$ cat config.mk
export PLATFORM = sky130hd
export DESIGN_NAME = reg_write_dispatcher
export DESIGN_NICKNAME = d
export VERILOG_FILES = /design/src/rtl/reg_write_dispatcher.sv
export SDC_FILE = /design/constraint.sdc
export NUM_CORES = 1
export LEC_CHECK = 0
export BUFFER_PORTS_ARGS = -buffer_cell sky130_fd_sc_hd__buf_2
export CORE_UTILIZATION = 45
export DETAILED_ROUTE_END_ITERATION = 16
export PLACE_DENSITY = 0.64
export SYNTH_ARGS = -nofsm -noshare
export SYNTH_HDL_FRONTEND = slang
export SYNTH_SLANG_ARGS = --single-unit
$ cat constraint.sdc
create_clock -name clk -period 3.4 [get_ports clk]
set_input_delay 0.51 -clock clk [delete_from_list [all_inputs] [get_ports clk]]
set_output_delay 0.51 -clock clk [all_outputs]
set_load 0.005 [all_outputs]
$ cat src/rtl/reg_write_dispatcher.sv
`default_nettype none
// ============================================================================
//  Module      : reg_write_dispatcher
//  Description : Buffers serial frames in a small FIFO, splits each into an
//                address/data pair and presents it to the configuration
//                register targets with a one-hot select. Each write waits for
//                ack; on timeout it is re-presented up to MAX_RETRY times,
//                then abandoned with a one-cycle drop pulse.
//  Revision    : 1.0 - initial release
// ============================================================================
module reg_write_dispatcher #(
    parameter int ADDR_W     = 4,
    parameter int DATA_W     = 4,
    parameter int FIFO_DEPTH = 4,
    parameter int TIMEOUT    = 8,
    parameter int MAX_RETRY  = 2
) (
    input  logic                        clk,
    input  logic                        rst,
    input  logic [ADDR_W+DATA_W-1:0]    frame,
    input  logic                        frame_valid,
    output logic                        frame_ready,
    output logic                        overflow,
    output logic [ADDR_W-1:0]           address,
    output logic [DATA_W-1:0]           data,
    output logic [(2**ADDR_W)-1:0]      sel,
    output logic                        valid,
    input  logic                        ack,
    output logic                        drop,
    output logic                        busy,
    output logic [$clog2(FIFO_DEPTH):0] level
);

    localparam int FRAME_W = ADDR_W + DATA_W;
    localparam int NUM_TGT = 2**ADDR_W;
    localparam int PTR_W   = $clog2(FIFO_DEPTH);
    localparam int LVL_W   = PTR_W + 1;
    localparam int CNT_W   = $clog2(TIMEOUT);
    localparam int RETRY_W = (MAX_RETRY > 0) ? $clog2(MAX_RETRY + 1) : 1;

    localparam logic [CNT_W-1:0]   CNT_LAST  = CNT_W'(TIMEOUT - 1);
    localparam logic [RETRY_W-1:0] RETRY_MAX = RETRY_W'(MAX_RETRY);
    localparam logic [LVL_W-1:0]   LVL_FULL  = LVL_W'(FIFO_DEPTH);

    typedef enum logic [1:0] {
        IDLE = 2'd0,
        SEND = 2'd1,
        GAP  = 2'd2
    } state_t;

    // ------------------------------------------------------------------
    // Frame FIFO
    // ------------------------------------------------------------------
    logic [FRAME_W-1:0] mem_q [FIFO_DEPTH];
    logic [PTR_W-1:0]   wr_ptr_q;
    logic [PTR_W-1:0]   rd_ptr_q;
    logic [LVL_W-1:0]   level_q;
    logic [LVL_W-1:0]   level_d;
    logic               full_w;
    logic               empty_w;
    logic               push_w;
    logic               pop_w;
    logic [FRAME_W-1:0] head_w;

    assign full_w  = (level_q == LVL_FULL);
    assign empty_w = (level_q == '0);
    assign push_w  = frame_valid && !full_w;
    assign head_w  = mem_q[rd_ptr_q];

    // Occupancy bookkeeping; a push while full is never accepted, so a
    // simultaneous push/pop leaves the level unchanged.
    always_comb begin
        level_d = level_q;
        case ({push_w, pop_w})
            2'b10:   level_d = level_q + LVL_W'(1);
            2'b01:   level_d = level_q - LVL_W'(1);
            default: level_d = level_q;
        endcase
    end

    // Pointer and level registers; reset discards all buffered frames.
    always_ff @(posedge clk or posedge rst) begin
        if (rst) begin
            wr_ptr_q <= '0;
            rd_ptr_q <= '0;
            level_q  <= '0;
        end else begin
            if (push_w) wr_ptr_q <= wr_ptr_q + PTR_W'(1);
            if (pop_w)  rd_ptr_q <= rd_ptr_q + PTR_W'(1);
            level_q <= level_d;
        end
    end

    // Frame storage; contents need no reset since level gates every read.
    always_ff @(posedge clk) begin
        if (push_w) mem_q[wr_ptr_q] <= frame;
    end

    // ------------------------------------------------------------------
    // Write FSM
    // ------------------------------------------------------------------
    state_t              state_q, state_d;
    logic [ADDR_W-1:0]   addr_q, addr_d;
    logic [DATA_W-1:0]   data_q, data_d;
    logic                valid_q, valid_d;
    logic [CNT_W-1:0]    cnt_q, cnt_d;
    logic [RETRY_W-1:0]  retry_q, retry_d;
    logic                redo_q, redo_d;
    logic                drop_q, drop_d;

    // FSM and write-bus registers.
    always_ff @(posedge clk or posedge rst) begin
        if (rst) begin
            state_q <= IDLE;
            addr_q  <= '0;
            data_q  <= '0;
            valid_q <= 1'b0;
            cnt_q   <= '0;
            retry_q <= '0;
            redo_q  <= 1'b0;
            drop_q  <= 1'b0;
        end else begin
            state_q <= state_d;
            addr_q  <= addr_d;
            data_q  <= data_d;
            valid_q <= valid_d;
            cnt_q   <= cnt_d;
            retry_q <= retry_d;
            redo_q  <= redo_d;
            drop_q  <= drop_d;
        end
    end

    // Next-state logic: pop in IDLE, hold in SEND until ack or timeout,
    // one idle GAP cycle before either a retry or returning to IDLE.
    always_comb begin
        state_d = state_q;
        addr_d  = addr_q;
        data_d  = data_q;
        valid_d = valid_q;
        cnt_d   = cnt_q;
        retry_d = retry_q;
        redo_d  = redo_q;
        drop_d  = 1'b0;
        pop_w   = 1'b0;
        case (state_q)
            IDLE: begin
                if (!empty_w) begin
                    pop_w   = 1'b1;
                    addr_d  = head_w[FRAME_W-1:DATA_W];
                    data_d  = head_w[DATA_W-1:0];
                    valid_d = 1'b1;
                    cnt_d   = '0;
                    retry_d = '0;
                    state_d = SEND;
                end
            end
            SEND: begin
                cnt_d = cnt_q + CNT_W'(1);
                if (ack) begin
                    // ack takes priority over a coincident timeout
                    valid_d = 1'b0;
                    redo_d  = 1'b0;
                    state_d = GAP;
                end else if (cnt_q == CNT_LAST) begin
                    valid_d = 1'b0;
                    state_d = GAP;
                    if (retry_q < RETRY_MAX) begin
                        retry_d = retry_q + RETRY_W'(1);
                        redo_d  = 1'b1;
                    end else begin
                        redo_d  = 1'b0;
                        drop_d  = 1'b1;
                    end
                end
            end
            GAP: begin
                if (redo_q) begin
                    valid_d = 1'b1;
                    cnt_d   = '0;
                    state_d = SEND;
                end else begin
                    state_d = IDLE;
                end
            end
            default: begin
                valid_d = 1'b0;
                state_d = IDLE;
            end
        endcase
    end

    // One-hot target select, forced to zero whenever no write is presented.
    always_comb begin
        sel = '0;
        if (valid_q) sel[addr_q] = 1'b1;
    end

    assign address     = addr_q;
    assign data        = data_q;
    assign valid       = valid_q;
    assign drop        = drop_q;
    assign level       = level_q;
    assign frame_ready = !full_w;
    assign overflow    = frame_valid && full_w;
    assign busy        = (state_q != IDLE) || !empty_w;

    // NUM_TGT documents the select width; referenced here to keep it live.
    logic unused_w;
    assign unused_w = (NUM_TGT == 0);

endmodule
`default_nettype wire

==> summary.txt <==
Drt
  – Met3 wire len: 235 um
  – Met2 wire len: 2.25 mm
  – Post-detailed-route DRC marker count: 0
  – Initial drt markers: 56
  – Drt first pass iters: 5
  – Top Layer Used: met4
  – Remaining antenna violation count after routing: 0
  – Via/cell ratio: 5.16
  – Post-DR wirelength/cell: 15.1 um
  – Routed WL: 4.39 mm
  – Number of vias after detailed routing: 1497
  – DRT met1 WL: 1.84 mm

Floorplan
  – Die area: 5800 um^2
  – Core ar.: 5200 um^2
  – Vert. Die Dim: 76.2 um
  – IO Pins: 44
  – Die width: 76.2 um
  – Initial Util: 47.6%
  – Row cnt: 26

Clock network
  – CTS resizes: 0
  – CTS root buffer: clkbuf_8
  – Worst skew pair latency: 0.33 ns
  – Reg clk slew, reported paths: 0.07 ns
  – Post-CTS Setup Inserts: 0
  – CTS tree: built
  – Maximum level of the CTS H-tree: 3
  – Hold_buf cts: 0
  – Clk buf depth: 2
  – Sink Count: 57
  – TritonCTS buffer count: 9

STA
  – Min Hold Slack: 0.391 ns
  – Slew Limit Fails: 0
  – Worst slew pin tran: 0.949 ns
  – Max Clk Rate: 424 MHz
  – Minimum clock period: 2.36 ns
  – Setup TNS: 0 ns
  – Worst setup slack after layout: 1.04 ns
  – Clk_skew: 0.0116 ns
  – Unrepaired setup endpoints after global routing: no
  – Slew Limit Headroom: 36.7%
  – Final setup violation count: 0
  – Final worst-path cycle share: 69.3%
  – Fin. Hold Viols: 0

Place
  – Routability cong.: 0.862
  – DP Worst Slack: 1.05 ns
  – IO buf count: 43
  – HPWL Detailed: 3.13 mm

Logic synthesis
  – Most instantiated cells after synthesis: edfxtp_1, dfrtp_1, nor2_1
  – Mapped Area: 2480 um^2
  – Post-Synthesis Cells: 167
  – Most used flip-flop cell after synthesis: edfxtp_1
  – Yosys cell types: 35
  – Post-Syn Nets: 187
  – Synthesis warning total: 0
  – Yosys reg bits: 57
  – Synth top area share: 38.8%
  – Area contributors post-synth: edfxtp_1, dfrtp_1, mux4_2
  – Post-synth EDFFs: 32
  – Share of the yosys chip area belonging to registers: 64.1%
  – Top cell type by total area after synthesis: edfxtp_1
  – Synthesized area per cell: 14.8 um^2
  – Synth async-reset ratio: 43.9%
  – Count leader, synth: edfxtp_1

GRT
  – Vias in the first global route: 1459
  – Total gr overflow: 0
  – Pin count of the biggest net entering global routing: 26
  – Antenna violations before repair: 0
  – First-pass GRT wire length: 7.13 mm
  – Total GRT Usage: 16.9%

Flow run
  – Max-cap violations: 0

Power and ir drop
  – Sw frac: 33.3%
  – VDD IR max: 489 uV
  – Combinational fraction of design power: 33.6%
  – Static leakage: 0.00126 uW
  – Total internal power: 1770 uW
  – Clock Power Share: 22.7%
  – PD cells: 904 nW/um^2
  – Psw: 888 uW
  – Sequential group share of total power: 43.7%
  – Power Total: 2660 uW

Cells and area
  – Fill cell count: 452
  – Share of layout cells above drive strength 1: 36.8%
  – Sequential cell area: 1590 um^2
  – Layout Nets: 235
  – Multi-input logic area: 820 um^2
  – Layout area overhead: 18.9%
  – Antenna Cells: 0

Critical path
  – CP Capture Type: register
  – R2R depth: 7
  – Crit path required time: 3.64 ns
  – Setup CP Type: register to register
  – Critical Path Start Type: register
  – FF-to-FF setup slack: 1.04 ns
  – Worst R2R End: level[1]
  – Crit path max fanout: 11
  – RR Startpoint: level[0]
  – Crit path DAT: 2.60 ns

Run status
  – Status: completed

Worst hold path
  – Hold Crit Class: input port to asynchronous set/reset pin
[registers in the layout, summed over array words and instances (netlist names)]
signal and flops:
data 4, retry_q 2, cnt_q 3, rd_ptr_q 2, redo_q 1, mem_q 32
wr_ptr_q 2, state_q 2, address 4, drop 1, level 3, valid 1
[metrics by stage]
step,cells,utilization (%),instance area [um^2]
after floorplan,167,-,2480
after CTS,290,56.6,2950
after global placement,274,52.8,2750
after global routing,290,56.6,2950
after detailed placement,274,52.8,2750
final,290,56.6,2950
[worst max-delay path: stages, from the launching register on]
cell and delay, ns:
dfrtp_1 0.44, or3_1 0.44, nand2_1 0.41, inv_1 0.10, ha_1 0.23, inv_1 0.08, fa_1 0.42, mux2i_1 0.16
[logic make-up (layout without fill, tap and decap cells)]
logic type	count (synthesis)	in the layout	share of synthesized area [%]
buffers and inverters	17	70	2.83
xor gates and xnor gates	7	7	2.48
and+or+nand+nor	44	44	9.15
AOI/OAI and AO/OA	13	13	3.89
adders and majority gates	8	8	4.35
DFF	57	57	64.1
muxes	21	21	13.2
[layer usage]
metal	up-vias	GRT usage [%]
met3	7	6.95
met2	49	28.5
met4	0	6.92
met1	738	18.9
li1	703	-
met5	-	0
[power groups by stage]
stage,logic [uW],clock network (uW),registers (uW)
final,894,605,1160
after global routing,985,652,1200
after CTS,911,616,1170
after detailed placement,910,0,1180
after global placement,868,0,1160
after floorplan,729,0,1070
[how the worst max path moves through the flow]
| stage | from | endpoint | slack [ns] |
|---|---|---|---|
| after floorplan | level[0] | level[2] | 1.24 |
| after global placement | level[0] | level[2] | 1.16 |
| after detailed placement | level[1] | level[1] | 1.05 |
| after CTS | level[0] | level[1] | 1.01 |
| after global routing | level[0] | level[1] | 0.91 |
| final | level[0] | level[1] | 1.04 |
[placed cells by master (no fill, tap or decap), drive strengths merged, types with 2 or more instances in the layout]
cell type / Yosys / routed
clkinv: 0 / 3
edfxtp: 32 / 32
buf: 3 / 43
a22o: 4 / 4
mux2i: 2 / 2
clkinvlp: 0 / 3
dfrtp: 25 / 25
o22ai: 2 / 2
and3: 4 / 4
nor2: 19 / 19
inv: 11 / 11
ha: 7 / 7
mux4: 8 / 8
clkbuf: 3 / 9
or3b: 2 / 2
nor3: 5 / 5
nand2b: 3 / 3
nand3: 2 / 2
nand2: 3 / 3
mux2: 11 / 11
nand3b: 2 / 2
xor2: 2 / 2
xnor2: 5 / 5
o21ai: 2 / 2
[layout make-up]
class,instances,area share (%)
Clock buffer,9,4.21
Clock inverter,7,2.42
Inverter,11,1.40
Multi-Input combinational cell,93,27.8
Sequential cell,57,53.9
Tap cell,70,2.97
Timing Repair Buffer,43,7.31
No activity file was read; power rests on OpenSTA's default activity.
